File: config.mk
export PLATFORM = sky130hd
export DESIGN_NAME = instr_fetch
export DESIGN_NICKNAME = d
export VERILOG_FILES = /design/src/rtl/instr_fetch.sv
export SDC_FILE = /design/constraint.sdc
export NUM_CORES = 1
export LEC_CHECK = 0
export ABC_CLOCK_PERIOD_IN_PS = 2900
export BUFFER_PORTS_ARGS = -buffer_cell sky130_fd_sc_hd__buf_2
export CELL_PAD_IN_SITES_DETAIL_PLACEMENT = 2
export CELL_PAD_IN_SITES_GLOBAL_PLACEMENT = 2
export CORE_ASPECT_RATIO = 0.6
export CORE_MARGIN = 2
export CORE_UTILIZATION = 43
export CTS_CLUSTER_DIAMETER = 100
export DETAILED_ROUTE_END_ITERATION = 16
export MAX_ROUTING_LAYER = met4
export PLACE_DENSITY = 0.84
export SLEW_MARGIN = 10
export SYNTH_ARGS = -nofsm -noshare
export SYNTH_HDL_FRONTEND = slang
export SYNTH_SLANG_ARGS = --single-unit
File: constraint.sdc
create_clock -name clk -period 2.9 [get_ports clk]
set_clock_uncertainty 0.05 [all_clocks]
set_input_delay 0.145 -clock clk [delete_from_list [all_inputs] [get_ports clk]]
set_output_delay 0.145 -clock clk [all_outputs]
set_load 0.02 [all_outputs]
File: src/rtl/instr_fetch.sv
// Instruction-issue stage: small on-chip program memory that holds each word on the CU bus
// for its type-specific cycle count. Optional wrap at end of memory: define FETCH_WRAP_EN.
module instr_fetch #(
  parameter int INSTR_WIDTH  = 20,
  parameter int PC_BITS      = 5,
  parameter int STD_CYCLES   = 3,
  parameter int LOAD_CYCLES  = 4,
  parameter int STORE_CYCLES = 3
) (
  input  logic                   clk,
  input  logic                   rst,
  input  logic                   start,
  input  logic                   halt,
  input  logic                   prog_wen,
  input  logic [PC_BITS-1:0]     prog_addr,
  input  logic [INSTR_WIDTH-1:0] prog_data,
  output logic [INSTR_WIDTH-1:0] instruction,
  output logic [PC_BITS-1:0]     pc,
  output logic                   issue,
  output logic                   busy,
  output logic                   halted
);

  localparam int DEPTH = 1 << PC_BITS;
  localparam int CNT_W = 8;
`ifdef FETCH_WRAP_EN
  localparam bit WRAP_EN = 1'b1;
`else
  localparam bit WRAP_EN = 1'b0;
`endif

  typedef enum logic [1:0] {S_IDLE, S_RUN, S_HALTED} state_e;

  state_e                 state_q, state_d;
  logic [INSTR_WIDTH-1:0] instr_q, instr_d;
  logic [PC_BITS-1:0]     pc_q, pc_d;
  logic [CNT_W-1:0]       cnt_q, cnt_d;
  logic                   issue_q, issue_d;
  logic                   halt_lat_q, halt_lat_d;

  logic [INSTR_WIDTH-1:0] imem [DEPTH];
  logic [PC_BITS-1:0]     next_pc;
  logic [PC_BITS-1:0]     rd_addr;
  logic [INSTR_WIDTH-1:0] fetch_word;
  logic [1:0]             fetch_type;

  function automatic logic [CNT_W-1:0] hold_of(input logic [1:0] t);
    case (t)
      2'b01:   return CNT_W'(STD_CYCLES);
      2'b10:   return CNT_W'(LOAD_CYCLES);
      2'b11:   return CNT_W'(STORE_CYCLES);
      default: return '0;
    endcase
  endfunction

  // Program loads are only accepted while nothing is executing.
  always_ff @(posedge clk) begin
    if (prog_wen && state_q != S_RUN) imem[prog_addr] <= prog_data;
  end

  // pc+1 wraps to 0 at the top of memory, which is exactly the wrap-mode fetch address.
  assign next_pc    = pc_q + PC_BITS'(1);
  assign rd_addr    = (state_q == S_RUN) ? next_pc : '0;
  assign fetch_word = imem[rd_addr];
  assign fetch_type = fetch_word[INSTR_WIDTH-1 -: 2];

  always_comb begin
    state_d    = state_q;
    instr_d    = instr_q;
    pc_d       = pc_q;
    cnt_d      = cnt_q;
    issue_d    = 1'b0;
    halt_lat_d = halt_lat_q;
    case (state_q)
      S_IDLE, S_HALTED: begin
        if (start) begin
          halt_lat_d = 1'b0;
          pc_d       = '0;
          if (fetch_type == 2'b00) begin
            state_d = S_HALTED;
            instr_d = '0;
            cnt_d   = '0;
          end else begin
            state_d = S_RUN;
            instr_d = fetch_word;
            // Extra cycle absorbs the CU's RESET->DECODE transition on the first word only.
            cnt_d   = hold_of(fetch_type) + CNT_W'(1);
            issue_d = 1'b1;
          end
        end
      end
      S_RUN: begin
        if (cnt_q > CNT_W'(1)) begin
          cnt_d      = cnt_q - CNT_W'(1);
          halt_lat_d = halt_lat_q | halt;
        end else if (halt || halt_lat_q) begin
          state_d    = S_HALTED;
          instr_d    = '0;
          cnt_d      = '0;
          halt_lat_d = 1'b0;
        end else if (!WRAP_EN && (&pc_q)) begin
          state_d    = S_HALTED;
          instr_d    = '0;
          cnt_d      = '0;
          halt_lat_d = 1'b0;
        end else if (fetch_type == 2'b00) begin
          state_d    = S_HALTED;
          instr_d    = '0;
          pc_d       = next_pc;
          cnt_d      = '0;
          halt_lat_d = 1'b0;
        end else begin
          instr_d = fetch_word;
          pc_d    = next_pc;
          cnt_d   = hold_of(fetch_type);
          issue_d = 1'b1;
        end
      end
      default: state_d = S_IDLE;
    endcase
  end

  always_ff @(posedge clk or negedge rst) begin
    if (!rst) begin
      state_q    <= S_IDLE;
      instr_q    <= '0;
      pc_q       <= '0;
      cnt_q      <= '0;
      issue_q    <= 1'b0;
      halt_lat_q <= 1'b0;
    end else begin
      state_q    <= state_d;
      instr_q    <= instr_d;
      pc_q       <= pc_d;
      cnt_q      <= cnt_d;
      issue_q    <= issue_d;
      halt_lat_q <= halt_lat_d;
    end
  end

  assign instruction = instr_q;
  assign pc          = pc_q;
  assign issue       = issue_q;
  assign busy        = (state_q == S_RUN);
  assign halted      = (state_q == S_HALTED);

endmodule

==> impl_metrics.json <==
{
  "status": "complete, but fails checks",
  "violations": "setup timing",
  "grt_max_degree": 73,
  "cp.required_ps": 3360,
  "vias": 17200,
  "drt_wl_total_mm": 105,
  "layout-drive-gt1-share_pct": 30.7,
  "fin_area_um2": 32000,
  "crit_top_cell": "buf_4",
  "drv_slew": 0,
  "synth-seq-cells": 677,
  "synth_top_family_by_area": "multiplexers",
  "yosysWarnings": 0,
  "synth_cells": 1516,
  "synth-edff-count": 640,
  "worst_ir_drop_vdd_uv": 528,
  "fin_nets": 1752,
  "drc": 0,
  "async_reset_ff_share_pct": 5.47,
  "dpl_cell_area_um2": 28900,
  "rows": 70,
  "cts.reportedPaths.clkPinSlew_ps": 80,
  "cts_max_level": 2,
  "first_pass_iters": 7,
  "worst_setup_path_end_kind": "register",
  "synth.net_count": 1550,
  "drt-wirelength-per-cell_um": 40.3,
  "synthAdderAreaFrac_pct": 0.188,
  "path_cells": "buf_4, buf_4, mux2_2, o21ai_0, o32ai_1, o311ai_4, a21oi_4, buf_12, clkbuf_16, a32o_2",
  "ys_top_cells_by_area": "edfxtp_1 (72%), mux4_2 (7.6%), dfrtp_1 (3.5%)",
  "powerDensity_nw_per_um2": 876,
  "min_path_cells": 1,
  "ios": 58,
  "antenna_found_initial": 6,
  "core-area_um2": 61000,
  "min_path_type": "input pin to register",
  "clockBufferDepth": 3,
  "reg2reg_depth": 10,
  "worst_slack_ps": -248,
  "gr-max-usage-layer": "met2",
  "worst_pin_slew_ps": 1320,
  "root_buffer": "clkbuf_16",
  "ant_nets": 0,
  "slowest_delay_ps": 480,
  "cp_max_fo": 10,
  "setup_viol": 22,
  "fill_cells": 5333,
  "crit_slowest_cell": "dfrtp_2",
  "hpwlAfterDp_mm": 58.5,
  "clk_latency_ps": 630,
  "initial_core_util_pct": 43.6,
  "drtIter0Drc": 2261,
  "path_buf_inv": 4,
  "synthMostInstantiatedCell": "edfxtp_1",
  "report.final.hold_viol_count": 0,
  "max_freq_ghz": 0.318,
  "synth.largest_area_cell": "edfxtp_1",
  "crit_cells": 10,
  "start_kind": "register",
  "synth_commonest_cells": "edfxtp_1 (640), nand2_1 (152), mux4_2 (90)",
  "dieHeight_um": 197,
  "finalCritPeriodShare_pct": 109,
  "period_minus_slack_ps": 3150,
  "grt_pass1_wl_mm": 140,
  "grt_pass1_vias": 18000,
  "grtUsageTotal_pct": 32.1,
  "synthFlopType": "edfxtp_1",
  "p_leak_nw": 10.3,
  "area_delta_synth_final_pct": 20.2,
  "yosysSeqAreaShare_pct": 75.8,
  "portBuffers": 57,
  "avgSynthCellArea_um2": 17.5,
  "via_per_inst": 6.61,
  "die_area_um2": 63900,
  "overflow": 0,
  "gp_congestion": 0.864,
  "rsz0062_at_grt": "yes",
  "path_class": "register to register",
  "grtUsageMet2_pct": 50.5,
  "synth_top_area_share_pct": 72.3,
  "critPathTopFamily": "compound AO/OA/AOI/OAI gates",
  "die_x_um": 325,
  "synth_compound_area_share_pct": 8.02,
  "final_util_pct": 52.4,
  "relSlewSlack_pct": 11.9,
  "drv_cap": 0,
  "synthXorXnorAreaFrac_pct": 0.0659,
  "cts_sinks": 677,
  "cts_buffers": 61,
  "syn_area_um2": 26600,
  "synthSimpleGateAreaFrac_pct": 5.94,
  "synthMuxAreaShare_pct": 8.23,
  "grtUsageMet3_pct": 6.18,
  "cts_tree": "done",
  "use_met1_pct": 42.8,
  "ys_types": 59,
  "arrival_ps": 3600
}
## flip-flops by register name, summed over array words and instances (netlist names)
| name | cells |
|---|---|
| imem | 640 |
| instruction | 20 |
| cnt_q | 8 |
| pc | 5 |
| state_q | 2 |
| halt_lat_q | 1 |
| issue | 1 |
## worst register-to-register path, cell delays in order, from the launching register on
cell,delay (ps)
dfrtp_2,480
buf_4,160
buf_4,200
mux2_2,410
o21ai_0,330
o32ai_1,240
o311ai_4,410
a21oi_4,110
buf_12,170
clkbuf_16,170
a32o_2,300
## power by group
group / internal (mW) / switching (mW)
sequential: 11.0 / 0.311
clock: 4.11 / 3.89
combinational: 3.29 / 5.44
total: 18.4 / 9.64
## final cells by class
cell class	instances	area (µm²)	share of cell area, %
sequential	677	20100	63.0
multi-input combinational	741	6510	20.4
timing repair buffer	232	2370	7.42
clock buffer	76	1650	5.17
tap	828	1040	3.24
clock inverter	36	194	0.607
inverter	5	33.8	0.106
antenna	7	17.5	0.0548
## worst paths after layout
path                                start        endpoint  slack, ps
max in group asynchronous             rst           pc[0]       1560
min in group asynchronous             rst           pc[2]        340
setup reg to reg                    pc[0]  instruction[6]       -250
setup / recovery                    pc[0]  instruction[6]       -250
hold / removal              prog_data[16]    imem[20][16]         60
hold reg to reg            instruction[8]  instruction[8]        480
## placed cells by master (no fill, tap or decap), types with 13 or more instances in the layout
master / synthesis / final
and2_0: 22 / 22
a31oi_1: 21 / 20
a32o_1: 18 / 15
o21ai_0: 19 / 19
a21oi_1: 65 / 50
clkbuf_16: 0 / 67
mux4_2: 90 / 90
a21oi_2: 0 / 15
a311oi_1: 36 / 33
buf_2: 41 / 57
buf_12: 0 / 38
edfxtp_1: 640 / 640
clkinv_1: 0 / 15
a22oi_2: 0 / 13
a211oi_1: 78 / 60
nand2_1: 152 / 150
nor2_1: 60 / 24
a211oi_2: 0 / 18
and2_1: 39 / 39
nor2_2: 0 / 33
clkinv_2: 0 / 17
buf_4: 7 / 111
dfrtp_1: 37 / 36
## metal layers
layer,vias up,wire length (µm)
met2,1108,49600
met5,-,0
met1,9298,41400
met3,268,9700
met4,0,4120
li1,6535,-
## stage by stage
step	hold WS (ps)	std cells	setup WS, ps	power, mW	TNS (ps)
global route	62.4	2599	-234	28.6	-3460
finish	57.6	2602	-248	28.0	-3370
floorplan	-201	1516	170	15.6	0
CTS	33.4	2571	-19.3	26.9	-38.7
global placement	361	2431	-68.2	17.9	-97.8
detailed placement	382	2431	-466	18.5	-1410
## kinds of logic after synthesis
group	count (synthesis)
flip-flops	677
AO/OA/AOI/OAI	294
AND/OR/NAND/NOR	337
multiplexers	104
XOR/XNOR	2
adder cells (fa/ha/maj)	4
buffers and inverters	98
## what timing repair did
action,CTS,global route
hold endpoints to repair,40,0
pin swaps,12,31
gates cloned,4,7
hold buffers,3,0
setup endpoints to repair,22,25
gates resized for setup,29,80
buffers inserted,21,20
Power figures use the tool's default switching activity.
